===== config.mk =====
export PLATFORM = sky130hd
export DESIGN_NAME = seq_1011_tx
export DESIGN_NICKNAME = d
export VERILOG_FILES = /design/src/rtl/seq_1011_pkg.sv /design/src/rtl/seq_1011_tx_piso_shift.sv /design/src/rtl/seq_1011_tx.sv
export SDC_FILE = /design/constraint.sdc
export NUM_CORES = 1
export LEC_CHECK = 0
export CAP_MARGIN = 25
export CORE_AREA = 4 4 48 50
export CTS_CLUSTER_DIAMETER = 60
export CTS_CLUSTER_SIZE = 14
export DETAILED_ROUTE_END_ITERATION = 8
export DIE_AREA = 0 0 52 54
export GPL_TIMING_DRIVEN = 0
export HOLD_SLACK_MARGIN = 0.05
export PLACE_DENSITY = 0.76
export SKIP_CTS_REPAIR_TIMING = 1
export SYNTH_ARGS = -nofsm -noshare
export SYNTH_HDL_FRONTEND = slang
export SYNTH_HIERARCHICAL = 1
export SYNTH_SLANG_ARGS = --single-unit

===== constraint.sdc =====
create_clock -name clk -period 1.65 [get_ports clk]
set_input_delay 0.2475 -clock clk [delete_from_list [all_inputs] [get_ports clk]]
set_output_delay 0.2475 -clock clk [all_outputs]
set_load 0.01 [all_outputs]

===== src/rtl/seq_1011_pkg.sv =====
`default_nettype none
// ============================================================================
//  Module   : seq_1011_pkg
//  Brief    : Shared types and constants for the 1011 serial frame transmitter.
//  Revision : 1.0  initial release
// ============================================================================
package seq_1011_pkg;

    // Frame FSM states; PAR is only reachable when SEQ_TX_PARITY_EN is defined.
    typedef enum logic [1:0] {
        ST_IDLE = 2'd0,
        ST_SYNC = 2'd1,
        ST_DATA = 2'd2,
        ST_PAR  = 2'd3
    } state_t;

    localparam int         SYNC_W_DEF   = 4;
    localparam logic [3:0] SYNC_PAT_DEF = 4'b1011;

    // Bit counter width: wide enough for max(a,b)-1, never narrower than 1 bit.
    function automatic int cnt_width(input int a, input int b);
        int m;
        m = (a > b) ? a : b;
        if (m < 2) m = 2;
        return $clog2(m);
    endfunction

endpackage : seq_1011_pkg
`default_nettype wire


===== src/rtl/seq_1011_tx_piso_shift.sv =====
`default_nettype none
// ============================================================================
//  Module   : piso_shift
//  Brief    : Parallel-load, left-shift register; MSB is the serial output.
//             Load has priority over shift.
//  Revision : 1.0  initial release
// ============================================================================
module piso_shift #(
    parameter int W = 8
) (
    input  logic         clk,
    input  logic         reset,
    input  logic         load,
    input  logic         shift,
    input  logic [W-1:0] din,
    output logic         msb
);

    logic [W-1:0] sh;

    // Capture a new word on load, otherwise move the next bit up to the MSB.
    always_ff @(posedge clk or negedge reset) begin
        if (!reset) begin
            sh <= '0;
        end else if (load) begin
            sh <= din;
        end else if (shift) begin
            sh <= sh << 1;
        end
    end

    assign msb = sh[W-1];

endmodule : piso_shift
`default_nettype wire


===== src/rtl/seq_1011_tx.sv =====
`default_nettype none
// ============================================================================
//  Module   : seq_1011_tx
//  Brief    : Serial frame transmitter. Sends SYNC_PAT (MSB first) followed by
//             a DATA_W payload (MSB first) for every word accepted on the
//             valid/ready load port. Back-to-back frames have no gap bit.
//             Optional feature macro: SEQ_TX_PARITY_EN appends one even-parity
//             bit after the payload.
//  Revision : 1.0  initial release
// ============================================================================
module seq_1011_tx
    import seq_1011_pkg::*;
#(
    parameter int                DATA_W   = 8,
    parameter int                SYNC_W   = SYNC_W_DEF,
    parameter logic [SYNC_W-1:0] SYNC_PAT = SYNC_PAT_DEF,
    parameter logic              IDLE_BIT = 1'b0
) (
    input  logic              clk,
    input  logic              reset,
    input  logic              load_valid,
    input  logic [DATA_W-1:0] load_data,
    output logic              load_ready,
    output logic              dout,
    output logic              dout_valid,
    output logic              busy,
    output logic              frame_done
);

    localparam int CW = cnt_width(SYNC_W, DATA_W);
    localparam int PW = 1 << CW;
    // Pattern padded to the full counter range so the counter indexes it directly.
    localparam logic [PW-1:0] PAT_EXT = PW'(SYNC_PAT);

    state_t          state, next_state;
    logic [CW-1:0]   cnt, next_cnt;
    logic            accept;
    logic            last_bit;
    logic            shift_msb;
`ifdef SEQ_TX_PARITY_EN
    logic            parity;
`endif

    assign accept = load_valid & load_ready;

    // Payload shifter: loaded on accept, advanced once per DATA bit.
    piso_shift #(
        .W (DATA_W)
    ) u_piso (
        .clk   (clk),
        .reset (reset),
        .load  (accept),
        .shift (state == ST_DATA),
        .din   (load_data),
        .msb   (shift_msb)
    );

    // State, bit counter and captured parity registers.
    always_ff @(posedge clk or negedge reset) begin
        if (!reset) begin
            state <= ST_IDLE;
            cnt   <= '0;
`ifdef SEQ_TX_PARITY_EN
            parity <= 1'b0;
`endif
        end else begin
            state <= next_state;
            cnt   <= next_cnt;
`ifdef SEQ_TX_PARITY_EN
            if (accept) parity <= ^load_data;
`endif
        end
    end

    // Next-state and counter logic; a frame end chains straight into SYNC on accept.
    always_comb begin
        next_state = state;
        next_cnt   = cnt;
        case (state)
            ST_IDLE: begin
                if (accept) begin
                    next_state = ST_SYNC;
                    next_cnt   = CW'(SYNC_W - 1);
                end
            end
            ST_SYNC: begin
                if (cnt == '0) begin
                    next_state = ST_DATA;
                    next_cnt   = CW'(DATA_W - 1);
                end else begin
                    next_cnt = cnt - CW'(1);
                end
            end
            ST_DATA: begin
                if (cnt != '0) begin
                    next_cnt = cnt - CW'(1);
                end else begin
`ifdef SEQ_TX_PARITY_EN
                    next_state = ST_PAR;
                    next_cnt   = '0;
`else
                    next_state = accept ? ST_SYNC : ST_IDLE;
                    next_cnt   = accept ? CW'(SYNC_W - 1) : '0;
`endif
                end
            end
            ST_PAR: begin
                next_state = accept ? ST_SYNC : ST_IDLE;
                next_cnt   = accept ? CW'(SYNC_W - 1) : '0;
            end
            default: begin
                next_state = ST_IDLE;
                next_cnt   = '0;
            end
        endcase
    end

    // Moore outputs decoded from the registered state, counter and shifter only.
    always_comb begin
        dout     = IDLE_BIT;
        last_bit = 1'b0;
        case (state)
            ST_SYNC: dout = PAT_EXT[cnt];
            ST_DATA: begin
                dout = shift_msb;
`ifndef SEQ_TX_PARITY_EN
                last_bit = (cnt == '0);
`endif
            end
            ST_PAR: begin
`ifdef SEQ_TX_PARITY_EN
                dout     = parity;
                last_bit = 1'b1;
`endif
            end
            default: dout = IDLE_BIT;
        endcase
        busy       = (state != ST_IDLE);
        dout_valid = busy;
        frame_done = last_bit;
        load_ready = (state == ST_IDLE) | last_bit;
    end

endmodule : seq_1011_tx
`default_nettype wire

==> flow_summary.json, run 1 <==
{
  "async_reset_ff_share_pct": 100,
  "reg2regPathDepth": 7,
  "crit_type": "register to output port",
  "initial_core_util_pct": 43.6,
  "gp_congestion": 0.784,
  "core_area_um2": 1900,
  "grt_max_degree": 14,
  "yosys.area.top_type_share_pct": 39.2,
  "crit_cells": 6,
  "die-width_um": 52,
  "row_count": 16,
  "die_h_um": 54,
  "antenna_found_initial": 0,
  "yosysTopAreaCell": "dfrtp_1",
  "min_path_type": "primary input to asynchronous set/reset pin",
  "post-route-period-util_pct": 104,
  "cp.required_ns": 1.40,
  "first_iter_violations": 10,
  "fmax_mhz": 585,
  "grt_pass1_vias": 663,
  "final_cell_mix": "12 x dfrtp_1, 10 x nand2_1, 10 x clkdlybuf4s50_1",
  "cts_tree": "built",
  "synth_nets": 105,
  "layout.cells.non_filler": 136,
  "report.power.total_uw": 2070,
  "startpoint_type": "register",
  "p_leak_uw": 0.000507,
  "path_max_fanout": 5,
  "dp_cells": 127,
  "peakVddDrop_uv": 910,
  "r2r-start": "state[1]$_DFFE_PN0P_",
  "synth_edf_count": 0,
  "path_buf_inv": 2,
  "grt_pass1_wl_mm": 2.71,
  "insertion_delay_ns": 0.27,
  "cp_slowest_stage_delay_ns": 0.39,
  "crit_end": "dout",
  "violations": "negative setup slack",
  "cts_made_buffers": 3,
  "yosysWarnings": 6,
  "drv_cap": 0,
  "ios": 16,
  "cts.path.max_buffers": 2,
  "finClkSkew_ns": 0.00189,
  "critPathTopFamily": "flip-flops",
  "layout_commonest_cell": "dfrtp_1",
  "syn_avg_cell_area_um2": 9.76,
  "setup_viol": 1,
  "synth_area_leaders": "dfrtp_1 39%, ha_1 14%, mux2i_1 8.4%",
  "fin_tns_setup_ns": -0.0600,
  "preCtsSetupSlack_ns": -0.372,
  "hold_violations": 0,
  "diodes": 0,
  "dieArea_um2": 2810,
  "routed_wl_mm": 1.71,
  "syn-instance-count": 85,
  "area_growth_syn_to_layout_pct": 37.0,
  "status": "complete, but fails checks",
  "rsz0062_at_grt": "true",
  "port-buffer-count": 15,
  "p_per_area_nw_per_um2": 1830,
  "drc_errors": 0,
  "rrSetupSlack_ns": 0.07,
  "worstPathArrival_ns": 1.46,
  "worstPathCellList": "buf_4, ha_4, nor3b_2, a21oi_1, nor2b_1, clkbuf_2",
  "drive_gt1_share_pct": 27.5,
  "cts_root_buffer": "clkbuf_4",
  "fin_nets": 130,
  "grt-ovfl-total": 0,
  "synth-seq-cells": 13,
  "wl_per_cell_um": 12.6,
  "worstMarginPinSlew_ns": 0.566,
  "vias": 664,
  "seq_area_frac_synth_pct": 39.2,
  "grtUsageTotal_pct": 12.9,
  "drv_slew": 0,
  "fillers": 162,
  "dpl.hpwl_mm": 1.27,
  "vias_per_cell": 4.88,
  "worstReg2RegEnd": "u_piso/sh[0]$_DFFE_PN0P_",
  "timing.slew.headroom_pct": 62.1,
  "ant_nets": 0,
  "cp_slowest_cell": "dfrtp_1",
  "ys_types": 25,
  "critPathCaptureType": "output port",
  "fin_ws_ns": -0.0600,
  "dr.pass1.iters": 4,
  "startpoint": "state[0]$_DFFE_PN0P_",
  "synth_flop_cell": "dfrtp_1",
  "period_needed_ns": 1.71,
  "synthesis.area_um2": 830,
  "clock_sinks": 13,
  "cts_max_level": 1,
  "clk_pin_slew_ns": 0.07
}
## worst reg2reg max path: stages, from the launching register on
cell,delay (ns)
dfrtp_2,0.41
buf_4,0.16
ha_4,0.18
a21o_2,0.24
and2_4,0.19
buf_6,0.14
nand2_1,0.06
o21ai_0,0.08
## report_power, final
part	internal (uW)	switching, uW
clock	93.7	92.3
sequential	474	91.6
combinational	667	656
## layer usage
layer  track usage (%)  share of wire (%)  vias up  wire, um
met4              1.31                  0        0         0
met2              24.5                 54       10       922
met3              4.43                3.5        0        60
met5                 0                  0        -         0
met1              14.4                 42      320       726
li1                  -                  -      334         -
## flip-flops by register name (all words and copies together), names as in the netlist
signal,cells
cnt,3
u_piso/sh,8
state,2
## worst min-delay path by stage
| stage | startpoint | depth (start not counted) | to | slack [ns] |
|---|---|---|---|---|
| final | reset | 1 | u_piso/sh[7]$_DFFE_PN0P_ | 0.34 |
| after CTS | reset | 1 | u_piso/sh[0]$_DFFE_PN0P_ | 0.35 |
| after global routing | reset | 1 | u_piso/sh[6]$_DFFE_PN0P_ | 0.38 |
| after detailed placement | cnt[1]$_DFFE_PN0P_ | 2 | cnt[1]$_DFFE_PN0P_ | 0.54 |
| after global placement | cnt[2]$_DFFE_PN0P_ | 2 | cnt[2]$_DFFE_PN0P_ | 0.52 |
| after floorplan | reset | 0 | cnt[0]$_DFFE_PN0P_ | -0.05 |
## cells by family (layout without fill, tap and decap cells)
family                   after synthesis  in the layout  share of synthesized area (%)
AND/OR/NAND/NOR                       22             22                           13.0
AO/OA/AOI/OAI                         21             21                           15.4
flip-flops                            13             13                           39.2
multiplexers                           9              9                           11.6
buffers and inverters                 11             35                           7.24
adder cells (fa/ha/maj)                9              9                           13.6
## cells in the mapped netlist, drive strengths merged, types with 2 or more instances
cell    number
o21ai        9
o21a         2
nand2b       2
a21oi        6
buf          3
inv          8
nor2b        3
nor2         3
dfrtp       13
ha           9
and2         2
mux2i        7
nand2       10
mux2         2
## area by class of cell
| type | count | area (um2) | area share [%] |
|---|---|---|---|
| clock buffers | 4 | 26.3 | 2.31 |
| flip-flops and latches | 13 | 327 | 28.7 |
| repair buffers | 20 | 178 | 15.6 |
| plain buffers | 3 | 30.0 | 2.64 |
| well taps | 27 | 33.8 | 2.97 |
| inverters | 8 | 30.0 | 2.64 |
| multi-input cells | 61 | 512 | 45.0 |
## metrics by stage
step	area [um2]	hold WS (ns)	util, %
floorplan	830	-0.0481	-
global placement	1010	0.525	53.3
detailed placement	1010	0.536	53.3
CTS	1040	0.352	54.7
global route	1140	0.382	59.7
finish	1140	0.339	59.7
Power figures use the tool's default switching activity.
==> inputs of run 2 (changes only) <==
--- a/config.mk
+++ b/config.mk
@@ -11,7 +11,7 @@
 export CTS_CLUSTER_SIZE = 14
 export DETAILED_ROUTE_END_ITERATION = 8
 export DIE_AREA = 0 0 52 54
-export GPL_TIMING_DRIVEN = 0
+export GPL_TIMING_DRIVEN = 1
 export HOLD_SLACK_MARGIN = 0.05
 export PLACE_DENSITY = 0.76
 export SKIP_CTS_REPAIR_TIMING = 1
==> run 2 against run 1 <==
Against the previous run: the run now ends clean; final cell count increased by 5.9%; die area is the same; hold slack improved by 0.0033 ns; sequential power about the same; clock skew up 0.0082 ns; global-route usage is 0.60 points higher; critical path type unchanged; critical endpoint unchanged.
==> flow_summary.json, run 2 (same netlist as run 1, synthesis figures left out) <==
{
  "hold_slack_ns": 0.342,
  "fmax_mhz": 611,
  "cp.required_ns": 1.40,
  "insertion_delay_ns": 0.27,
  "hold_violations": 0,
  "vias": 705,
  "final_cell_mix": "13 x dfrtp_1, 11 x buf_4, 10 x clkdlybuf4s50_1",
  "critPathCaptureType": "output port",
  "path_buf_inv": 2,
  "grt_pass1_vias": 697,
  "finClkSkew_ns": 0.0101,
  "cts_made_buffers": 3,
  "crit_type": "register to output port",
  "grt_util_met1_pct": 17.0,
  "vias_per_cell": 4.90,
  "fin_tns_setup_ns": 0,
  "drv_cap": 0,
  "die-width_um": 52,
  "dp_cells": 140,
  "p_seq_share_pct": 23.9,
  "setup_viol": 0,
  "fillers": 148,
  "critPathTopFamily": "flip-flops",
  "ant_nets": 0,
  "gp_congestion": 0.742,
  "p_leak_uw": 0.000592,
  "design_area_um2": 1270,
  "grt_pass1_wl_mm": 2.88,
  "p_per_area_nw_per_um2": 1880,
  "clk_pin_slew_ns": 0.09,
  "worstMarginPinSlew_ns": 0.595,
  "die_h_um": 54,
  "multi_input_area_um2": 538,
  "cp_slowest_cell": "dfrtp_1",
  "port-buffer-count": 15,
  "drive_gt1_share_pct": 38.5,
  "cts_tree": "built",
  "peakVddDrop_uv": 1020,
  "row_count": 16,
  "drc_errors": 0,
  "p_sw_uw": 943,
  "largest_reg_flops": 8,
  "dr.pass1.iters": 3,
  "layout_commonest_cell": "dfrtp_1",
  "worstPathCellList": "inv_1, ha_2, nor2b_1, buf_2",
  "ios": 16,
  "grt_max_degree": 14,
  "period_needed_ns": 1.64,
  "rsz0062_at_grt": "true",
  "diodes": 0,
  "routed_wl_mm": 1.96,
  "cts.path.max_buffers": 2,
  "p_comb_share_pct": 67.7,
  "wl_per_cell_um": 13.6,
  "first_iter_violations": 6,
  "seqCellArea_um2": 325,
  "layout.cells.non_filler": 144,
  "startpoint_type": "register",
  "grtUsageMet2_pct": 24.3,
  "fin_nets": 138,
  "dpl.hpwl_mm": 1.41,
  "post_dp_cell_area_um2": 1130,
  "path_max_fanout": 3,
  "area_growth_syn_to_layout_pct": 52.8,
  "drv_slew": 0,
  "grt_use_met3_pct": 1.66,
  "antenna_found_initial": 0,
  "p_int_uw": 1440,
  "post-route-period-util_pct": 99.2,
  "core_area_um2": 1900,
  "swShare_pct": 39.6,
  "p_clk_share_pct": 8.4,
  "top_register": "u_piso/sh",
  "worstPathArrival_ns": 1.39,
  "cts_max_level": 1,
  "cp_slowest_stage_delay_ns": 0.42,
  "min_path_type": "primary input to asynchronous set/reset pin",
  "cts_root_buffer": "clkbuf_4",
  "grtUsageTotal_pct": 13.5,
  "busiest_layer": "met2",
  "timing.slew.headroom_pct": 60.2,
  "clock_sinks": 13,
  "status": "finished, final reports clean",
  "reg_top3": "u_piso/sh x8, cnt x3, state x2",
  "report.power.total_uw": 2380,
  "initial_core_util_pct": 43.6,
  "dieArea_um2": 2810,
  "grt-ovfl-total": 0
}
==> run 2: changes by cell type in the layout (fill, tap and decap cells not counted), moves of 2 or more <==
cell,before,now
nand2_2,0,6
ha_2,0,2
buf_4,6,11
buf_12,0,2
clkbuf_2,3,0
nand2_1,10,3
ha_4,5,3
==> run 2: metal layers <==
metal,up-vias,share of wire [%],wire [um]
met5,-,0,0
met1,346,43,837
met2,6,56,1100
li1,353,-,-
met4,0,0,0
met3,0,1.1,21
==> run 2: power groups by stage <==
stage               combinational [uW]  sequential, uW  clock (uW)
CTS                               1380             555         205
global placement                  1330             555           0
finish                            1620             569         201
detailed placement                1380             561           0
floorplan                          816             550           0
global route                      1770             586         220
==> run 2: final cells by class <==
| class | instances | share of cell area (%) |
|---|---|---|
| multi-input combinational | 61 | 42.4 |
| sequential | 13 | 25.7 |
| timing repair buffer | 31 | 24.8 |
| tap | 27 | 2.67 |
| inverter | 8 | 2.37 |
| clock buffer | 4 | 2.07 |
==> run 2: final timing paths <==
check	startpoint	to	slack (ns)	depth (start not counted)
max	state[0]$_DFFE_PN0P_	dout	0.01	4
min	reset	cnt[2]$_DFFE_PN0P_	0.34	1
max reg2reg	state[1]$_DFFE_PN0P_	state[1]$_DFFE_PN0P_	0.02	6
min reg2reg	u_piso/sh[6]$_DFFE_PN0P_	u_piso/sh[6]$_DFFE_PN0P_	0.56	2
max in group asynchronous	reset	u_piso/sh[2]$_DFFE_PN0P_	0.91	1
min in group clk	load_data[6]	u_piso/sh[6]$_DFFE_PN0P_	0.54	3
==> run 2: metrics by stage <==
step / utilization, % / setup slack [ns]
2_1_floorplan: - / 0.0615
6_report: 66.6 / 0.0135
5_1_grt: 66.6 / -0.0663
3_3_place_gp: 59.3 / -0.0999
3_5_place_dp: 59.3 / -0.130
4_1_cts: 60.7 / -0.435
==> inputs of run 3 (changes only) <==
--- a/config.mk
+++ b/config.mk
@@ -12,7 +12,6 @@
 export DETAILED_ROUTE_END_ITERATION = 8
 export DIE_AREA = 0 0 52 54
 export GPL_TIMING_DRIVEN = 1
-export HOLD_SLACK_MARGIN = 0.05
 export PLACE_DENSITY = 0.76
 export SKIP_CTS_REPAIR_TIMING = 1
 export SYNTH_ARGS = -nofsm -noshare
==> results of run 3 <==
Same layout as run 2: the final DEF is identical, and so are final timing and power.
